===== src/rtl/batch_normalization_pipelined.sv =====
// Per-channel batch-normalization step: out_u = sat(u + addend[ch] + factor[ch]*z).
// One shared 2-stage valid/ready datapath serves N_CHANNELS time-multiplexed neurons.
// Ports:
//   clk, reset          clock, synchronous active-high reset
//   cfg_we/ch/factor/addend  per-channel config write; cfg_err pulses on an illegal factor code
//   in_valid/ready/ch/u/z    sample input handshake
//   out_valid/ready/ch/u/sat result output handshake; out_sat flags a clamped result

// One channel's factor/addend register pair.
module bn_chan_cfg #(
    parameter int ADDEND_WIDTH = 4
) (
    input  logic                           clk,
    input  logic                           reset,
    input  logic                           we,
    input  logic [3:0]                     wr_factor,
    input  logic signed [ADDEND_WIDTH-1:0] wr_addend,
    output logic [3:0]                     factor,
    output logic signed [ADDEND_WIDTH-1:0] addend
);
    always_ff @(posedge clk) begin
        if (reset) begin
            factor <= 4'b0100;  // x1
            addend <= '0;
        end else if (we) begin
            factor <= wr_factor;
            addend <= wr_addend;
        end
    end
endmodule

module batch_normalization_pipelined #(
    parameter int WIDTH        = 6,
    parameter int ADDEND_WIDTH = WIDTH - 2,
    parameter int N_CHANNELS   = 4,
    localparam int CH_W        = $clog2(N_CHANNELS)
) (
    input  logic                           clk,
    input  logic                           reset,
    input  logic                           cfg_we,
    input  logic [CH_W-1:0]                cfg_ch,
    input  logic [3:0]                     cfg_factor,
    input  logic signed [ADDEND_WIDTH-1:0] cfg_addend,
    output logic                           cfg_err,
    input  logic                           in_valid,
    output logic                           in_ready,
    input  logic [CH_W-1:0]                in_ch,
    input  logic signed [WIDTH-1:0]        in_u,
    input  logic signed [WIDTH-1:0]        in_z,
    output logic                           out_valid,
    input  logic                           out_ready,
    output logic [CH_W-1:0]                out_ch,
    output logic signed [WIDTH-1:0]        out_u,
    output logic                           out_sat
);
    // WIDTH+5 covers u + addend + (z<<2) + (z<<3) without wrap.
    localparam int IW     = WIDTH + 5;
    localparam int STAGES = 2;
    localparam logic signed [IW-1:0] SAT_MAX = IW'((1 << (WIDTH - 1)) - 1);
    localparam logic signed [IW-1:0] SAT_MIN = IW'(-(1 << (WIDTH - 1)));

    logic [STAGES:1] vld_pipe;  // [1] stage-1 register, [2] output register
    logic            stall, advance, accept, cfg_legal;

    assign out_valid = vld_pipe[2];
    assign stall     = out_valid & ~out_ready;
    assign advance   = ~stall;
    assign in_ready  = ~stall;
    assign accept    = in_valid & in_ready;

    // Term B = z<<3 only pairs with term A = 0; other x11 codes are rejected.
    assign cfg_legal = ~((cfg_factor[1:0] == 2'b11) && (cfg_factor[3:2] != 2'b00));

    // ---------------- per-channel configuration ----------------
    logic [N_CHANNELS-1:0][3:0]              ch_factor;
    logic [N_CHANNELS-1:0][ADDEND_WIDTH-1:0] ch_addend;

    for (genvar g = 0; g < N_CHANNELS; g++) begin : g_chan
        logic we_g;
        logic signed [ADDEND_WIDTH-1:0] addend_g;
        assign we_g = cfg_we & cfg_legal & (cfg_ch == CH_W'(g));
        bn_chan_cfg #(.ADDEND_WIDTH(ADDEND_WIDTH)) u_cfg (
            .clk       (clk),
            .reset     (reset),
            .we        (we_g),
            .wr_factor (cfg_factor),
            .wr_addend (cfg_addend),
            .factor    (ch_factor[g]),
            .addend    (addend_g)
        );
        assign ch_addend[g] = addend_g;
    end

    // ---------------- stage 1 combinational ----------------
    // Reads the registers before this edge's write lands, so a same-cycle
    // write on the same channel is seen only by later samples.
    logic [3:0]              sel_factor;
    logic [ADDEND_WIDTH-1:0] sel_addend;
    logic signed [IW-1:0]    z_ext, base_c, term_a_c, term_b_c;

    assign sel_factor = ch_factor[in_ch];
    assign sel_addend = ch_addend[in_ch];
    assign z_ext      = {{(IW-WIDTH){in_z[WIDTH-1]}}, in_z};
    assign base_c     = {{(IW-WIDTH){in_u[WIDTH-1]}}, in_u}
                      + {{(IW-ADDEND_WIDTH){sel_addend[ADDEND_WIDTH-1]}}, sel_addend};

    always_comb begin
        term_a_c = '0;
        case (sel_factor[3:2])
            2'b01:   term_a_c = z_ext;
            2'b10:   term_a_c = z_ext >>> 2;
            2'b11:   term_a_c = z_ext <<< 2;
            default: term_a_c = '0;
        endcase
    end

    always_comb begin
        term_b_c = '0;
        case (sel_factor[1:0])
            2'b01:   term_b_c = z_ext >>> 1;
            2'b10:   term_b_c = z_ext <<< 1;
            2'b11:   term_b_c = z_ext <<< 3;
            default: term_b_c = '0;
        endcase
    end

    // ---------------- stage 2 combinational ----------------
    logic [CH_W-1:0]         s1_ch;
    logic signed [IW-1:0]    s1_base, s1_a, s1_b, sum;
    logic signed [WIDTH-1:0] sat_u;
    logic                    sat_c;

    assign sum = s1_base + s1_a + s1_b;

    always_comb begin
        sat_u = sum[WIDTH-1:0];
        sat_c = 1'b0;
        if (sum > SAT_MAX) begin
            sat_u = {1'b0, {(WIDTH-1){1'b1}}};
            sat_c = 1'b1;
        end else if (sum < SAT_MIN) begin
            sat_u = {1'b1, {(WIDTH-1){1'b0}}};
            sat_c = 1'b1;
        end
    end

    // ---------------- pipeline registers ----------------
    always_ff @(posedge clk) begin
        if (reset) begin
            vld_pipe <= '0;
            s1_ch    <= '0;
            s1_base  <= '0;
            s1_a     <= '0;
            s1_b     <= '0;
            out_ch   <= '0;
            out_u    <= '0;
            out_sat  <= 1'b0;
            cfg_err  <= 1'b0;
        end else begin
            cfg_err <= cfg_we & ~cfg_legal;
            // Whole pipe freezes while the output is held by backpressure.
            if (advance) begin
                vld_pipe <= {vld_pipe[1], accept};
                if (accept) begin
                    s1_ch   <= in_ch;
                    s1_base <= base_c;
                    s1_a    <= term_a_c;
                    s1_b    <= term_b_c;
                end
                if (vld_pipe[1]) begin
                    out_ch  <= s1_ch;
                    out_u   <= sat_u;
                    out_sat <= sat_c;
                end
            end
        end
    end
endmodule

===== config.mk =====
export PLATFORM = sky130hd
export DESIGN_NAME = batch_normalization_pipelined
export DESIGN_NICKNAME = d
export VERILOG_FILES = /design/src/rtl/batch_normalization_pipelined.sv
export SDC_FILE = /design/constraint.sdc
export NUM_CORES = 1
export LEC_CHECK = 0
export CORE_UTILIZATION = 50
export CTS_BUF_LIST = sky130_fd_sc_hd__clkbuf_2 sky130_fd_sc_hd__clkbuf_4 sky130_fd_sc_hd__clkbuf_8
export DETAILED_ROUTE_END_ITERATION = 7
export PLACE_DENSITY = 0.72
export SLEW_MARGIN = 10
export SYNTH_ARGS = -nofsm -noshare
export SYNTH_HDL_FRONTEND = slang
export SYNTH_HIERARCHICAL = 1
export SYNTH_SLANG_ARGS = --single-unit

===== constraint.sdc =====
create_clock -name clk -period 3.1 [get_ports clk]
set_input_delay 0.62 -clock clk [delete_from_list [all_inputs] [get_ports clk]]
set_output_delay 0.62 -clock clk [all_outputs]
set_load 0.005 [all_outputs]

# [Word-level counts from Yosys, hierarchy flattened]
# Cells that the tools add are included.
[word_totals] out_inout_bits=12 elab_cells=59 ff_bits=79
[classes] n_reduce_logical=5 n_eq_ne=10 order_cmp=3 add_sub_neg=3 bitwise=11 muxes=10
[op_table] operator="case mux 11 bit (3 select lines)" n=2
[op_table] operator="adder 11 bit" n=2
[op_table] operator="binary-select mux 4 bit (select 2 bit)" n=2
[op_table] operator="== test 2 bit, second input constant" n=7
[op_table] operator="two-way mux 6 bit" n=2
[op_table] operator="> comparator 11 x 6 -> 1 bit, second input constant" n=1
[op_table] operator="< comparator 11 x 6 -> 1 bit, second input constant" n=1
[op_table] operator="bitwise AND 1 bit" n=8
[op_table] operator="two-way mux 4 bit" n=2
[op_table] operator="adder 6 x 4 -> 7 bit" n=1
[op_table] operator="== test 2 x 1 -> 1 bit, second input constant" n=3
[op_table] operator="AND reduction 2 bit" n=2
[op_table] operator="< comparator 2 x 3 -> 1 bit, second input constant" n=1
[op_table] operator="NOT 1 bit" n=3
[op_table] operator="logical NOT 2 bit" n=1
[op_table] operator="two-way mux 1 bit" n=2
[op_table] operator="nonzero test 2 bit" n=1
[op_table] operator="logical AND 1 bit" n=1

# [Depth between registers and ports, before layout]
[logic_depth] depth_word=5 ltp_mapped=13

# [By module]
# Netlist, hierarchy kept.
[modules_own_cells] module="batch_normalization_pipelined" area_per_inst_um2=2790.2 n_inst=1 cells_per_inst=306
[modules_own_cells] module="bn_chan_cfg" area_per_inst_um2=290.3 n_inst=4 cells_per_inst=26

# [Least setup slack after synthesis]
# OpenSTA, ideal clock, no wires.
[synth_timing] kind="flip-flop to flip-flop" from="register s1_base[1]" to="register out_u[0]" slack_ps=185 arrival_ps=2784 path_stages_with_launch=14 period_less_slack_ps=2915 path_cell_list="dfxtp_1 > inv_1 > fa_1 > inv_1 > ha_1 > inv_1 > fa_1 > and2b_1 > o2111a_1 > o221ai_1 > and3b_1 > buf_6 > o31ai_2 > o32ai_1"
[synth_between] elab_chain_len=5
[synth_rtl] item="from (decl)" line="129" text="logic signed [IW-1:0] s1_base, s1_a, s1_b, sum;"
[synth_rtl] item="from (signal assigned)" line="166" text="s1_base <= base_c;"
[synth_rtl] item="adder 11 bit * (2 in series)" line="133" text="assign sum = s1_base + s1_a + s1_b;"
[synth_rtl] item="< comparator 11 x 6 -> 1 bit" line="141" text="end else if (sum < SAT_MIN) begin"
[synth_rtl] item="two-way mux 6 bit" line="141"
[synth_rtl] item="two-way mux 6 bit *" line="138" text="if (sum > SAT_MAX) begin"
[synth_rtl] item="to (signal assigned)" line="172" text="out_u <= sat_u;"
[synth_rtl] item="to (decl)" line="53" text="output logic signed [WIDTH-1:0] out_u,"
# Mark *: on every way between the ends. The rest lies on a longest branch, timed or not.
# A chain may end at the register's enable or synchronous reset.

# [Final worst setup path]
[layout_timing] from="register s1_base[1]" to="register out_u[1]"
# Same word-level chain as after synthesis.

==> metrics.md <==
| Metric | Value |
|---|---|
| Outcome | complete, but fails checks |
| Failing checks | setup timing |
| Synthesis-to-finish area growth | 21.3% |
| Sequential share of power | 39.4% |
| Fillers | 660 |
| Vias | 3208 |
| Worst vdd ir | 0.317 mV |
| Synth warn | 6 |
| Final Hold Viols | 0 |
| Worst setup EP type | flip-flop |
| Drt via density | 5.72 |
| Initial antenna violation count | 0 |
| Top Ports | 41 |
| Root Buffer | clkbuf_8 |
| H-tree depth | 3 |
| TritonCTS clock tree | built |
| Worst Tran Pin Value | 940 ps |
| Hold Slack | 458 ps |
| Clk_lat worst skew | 350 ps |
| Crit path DAT | 3300 ps |
| Setup CP Type | reg2reg |
| Final setup fails | 2 |
| Largest net degree at the start of global routing | 51 |
| DRC errors left | 0 |
| Worst Hold Class | reg2reg |
| Clock power share | 35.6% |
| Setup_tns | -6.85 ps |
| Fmax achieved | 322 MHz |
| Avg Cell Area, Syn | 9.64 sq um |
| GRT Total Usage | 23.1% |
| Fin nets | 510 |
| Worst-path clk slew | 80 ps |
| Total chip power | 2.49 mW |
| First-pass GRT wire length | 15.2 mm |
| Internal Pwr Total | 1.76 mW |
| Sw power | 0.731 mW |
| Place WS | -41.9 ps |
| Met2 usage | 39.0% |
| Total CTS buffers | 9 |
| Seq/Total Area, Yosys | 35.5% |
| Most frequent cells in the layout | dfxtp_1 (69), nor2_1 (55), clkdlybuf4s50_1 (39) |
| Footprint of the multi-input gates | 0.00238 sq mm |
| Detail Route Antenna Nets | 0 |
| Vias in the first global route | 3199 |
| Final HPWL from detailed placement | 6.45 mm |
| Post-Syn Nets | 465 |
| Placer Congestion | 0.803 |
| Final setup skew | 8.01 ps |
| Min Tclk post-route | 3100 ps |
| Max-slew headroom | 37.3% |
| Post-synth ARST share | 0% |
| Final Instance Count excl. Fillers | 561 |
| EDFF count, synth | 0 |
| Fin worst setup slack | -4.90 ps |
| Die area | 0.00826 sq mm |
| Initial Utilization | 51.4% |
| DRT Pass-1 Iters | 5 |
| Syn Inst Count | 410 |
| Pwr per Cell Area | 520 mW/mm^2 |
| Critical path peak fanout | 4 |
| DR iter-0 viols | 192 |
| Cell Area, Placed | 0.00445 sq mm |
| Unique masters post-synth | 63 |
| Ant diodes | 0 |
| Crit path required time | 3300 ps |
| Max Slew Vio Count | 0 |
| Fin crit share | 100% |
| Synthesized cell area | 0.00395 sq mm |
| I/O Buffers | 40 |
| Sw Ratio | 29.3% |
| Max Cap Viol | 0 |
| Die height | 90.9 microns |
| Placed Instances | 544 |
| Startpoint types | flip-flop |
| WL final | 9.06 mm |
| FF+latch area | 0.00140 sq mm |
| Clock sinks | 70 |
| Most used DFF post-synth | dfxtp_1 |
| Routed len/inst | 16.1 microns |
| Routing usage on met3 | 4.29% |
| Clock Tree Buf Depth | 2 |
| Finished Cell Area | 0.00479 sq mm |
| Met1 Usage GRT | 28.0% |
| Grt ovf | 0 |
| Proportion of layout cells with a drive suffix above 1 | 17.0% |
| Pleak | 1.83 nW |
| Die X | 90.9 microns |
| RSZ-0062 raised after global routing | yes |
| Rows | 32 |
| Commonest non-fill, non-tap cell in the layout | dfxtp_1 |
| Flops & latches, synth | 70 |
| Combinational power share | 25.0% |
| Core area | 0.00769 sq mm |
| Grt peak-use layer | met2 |
| Final core occ | 62.4% |
-- final timing paths --
| check | to | startpoint | slack, ps | depth (start not counted) |
|---|---|---|---|---|
| min reg2reg | s1_base[3] | s1_base[3] | 460 | 2 |
| min | s1_base[3] | s1_base[3] | 460 | 2 |
| max | out_u[1] | s1_base[1] | -5 | 13 |
| max reg2reg | out_u[1] | s1_base[1] | -5 | 13 |
-- metal layers --
| metal | vias up | wire (microns) |
|---|---|---|
| li1 | 1555 | - |
| met1 | 1539 | 3820 |
| met2 | 91 | 4530 |
| met3 | 23 | 452 |
| met4 | 0 | 252 |
| met5 | - | 0 |
-- worst max-delay path: stages (launching register included) --
cell      delay [ps]
dfxtp_2          340
inv_2             40
fa_1             520
inv_1             40
ha_2             190
inv_2             50
fa_2             190
and2b_2          240
o2111a_2         320
nor4_4           340
buf_4            180
nor4_4            40
a31oi_2          320
o32ai_2          130
-- synthesized netlist by cell type (all sizes together), types with 9 or more instances --
cell,n,area [sq um]
dfxtp,70,1400
nor2,55,206
inv,32,120
mux2i,28,280
a21oi,25,133
nand2,24,90.1
clkbuf,16,65.1
ha,15,188
fa,11,220
nor2b,11,81.3
a221oi,10,93.8
a211oi,9,67.6
-- power by group through the flow --
stage	Clock (mW)	Combinational (mW)	Sequential [mW]
after floorplan	0	0.396	0.997
after global placement	0	0.542	1.00
after detailed placement	0	0.554	1.00
after CTS	0.904	0.572	0.983
after global routing	0.943	0.685	0.990
final	0.887	0.624	0.983
-- flip-flops by register name (all words and copies together) (netlist names) --
register             count
g_chan.u_cfg/addend     16
g_chan.u_cfg/factor     16
s1_b                     9
s1_a                     8
s1_base                  7
out_u                    6
out_ch                   2
s1_ch                    2
vld_pipe                 2
cfg_err                  1
out_sat                  1
-- area by class of cell --
class / count / area share (%)
multi-input combinational: 286 / 49.7
inverter: 32 / 2.51
clock buffer: 9 / 2.58
tap: 102 / 2.66
timing repair buffer: 56 / 11.0
clock inverter: 6 / 2.32
sequential: 70 / 29.3
-- cell families after synthesis --
| group | Yosys count | share of synthesized area [%] |
|---|---|---|
| muxes | 42 | 13.4 |
| xor gates and xnor gates | 8 | 1.96 |
| AOI/OAI and AO/OA | 85 | 16.1 |
| DFF | 70 | 35.5 |
| and+or+nand+nor | 125 | 16.4 |
| adders and majority gates | 26 | 10.3 |
| buffers and inverters | 54 | 6.40 |
-- what timing repair did --
item / 4_1_cts / 5_1_grt
hold buffers: 0 / 0
resized for setup: 4 / 14
hold endpoints to repair: 0 / 0
pin swaps: 0 / 9
endpoints found under the setup margin: 5 / 6
setup buffers: 0 / 2
No activity file was read; power rests on OpenSTA's default activity.
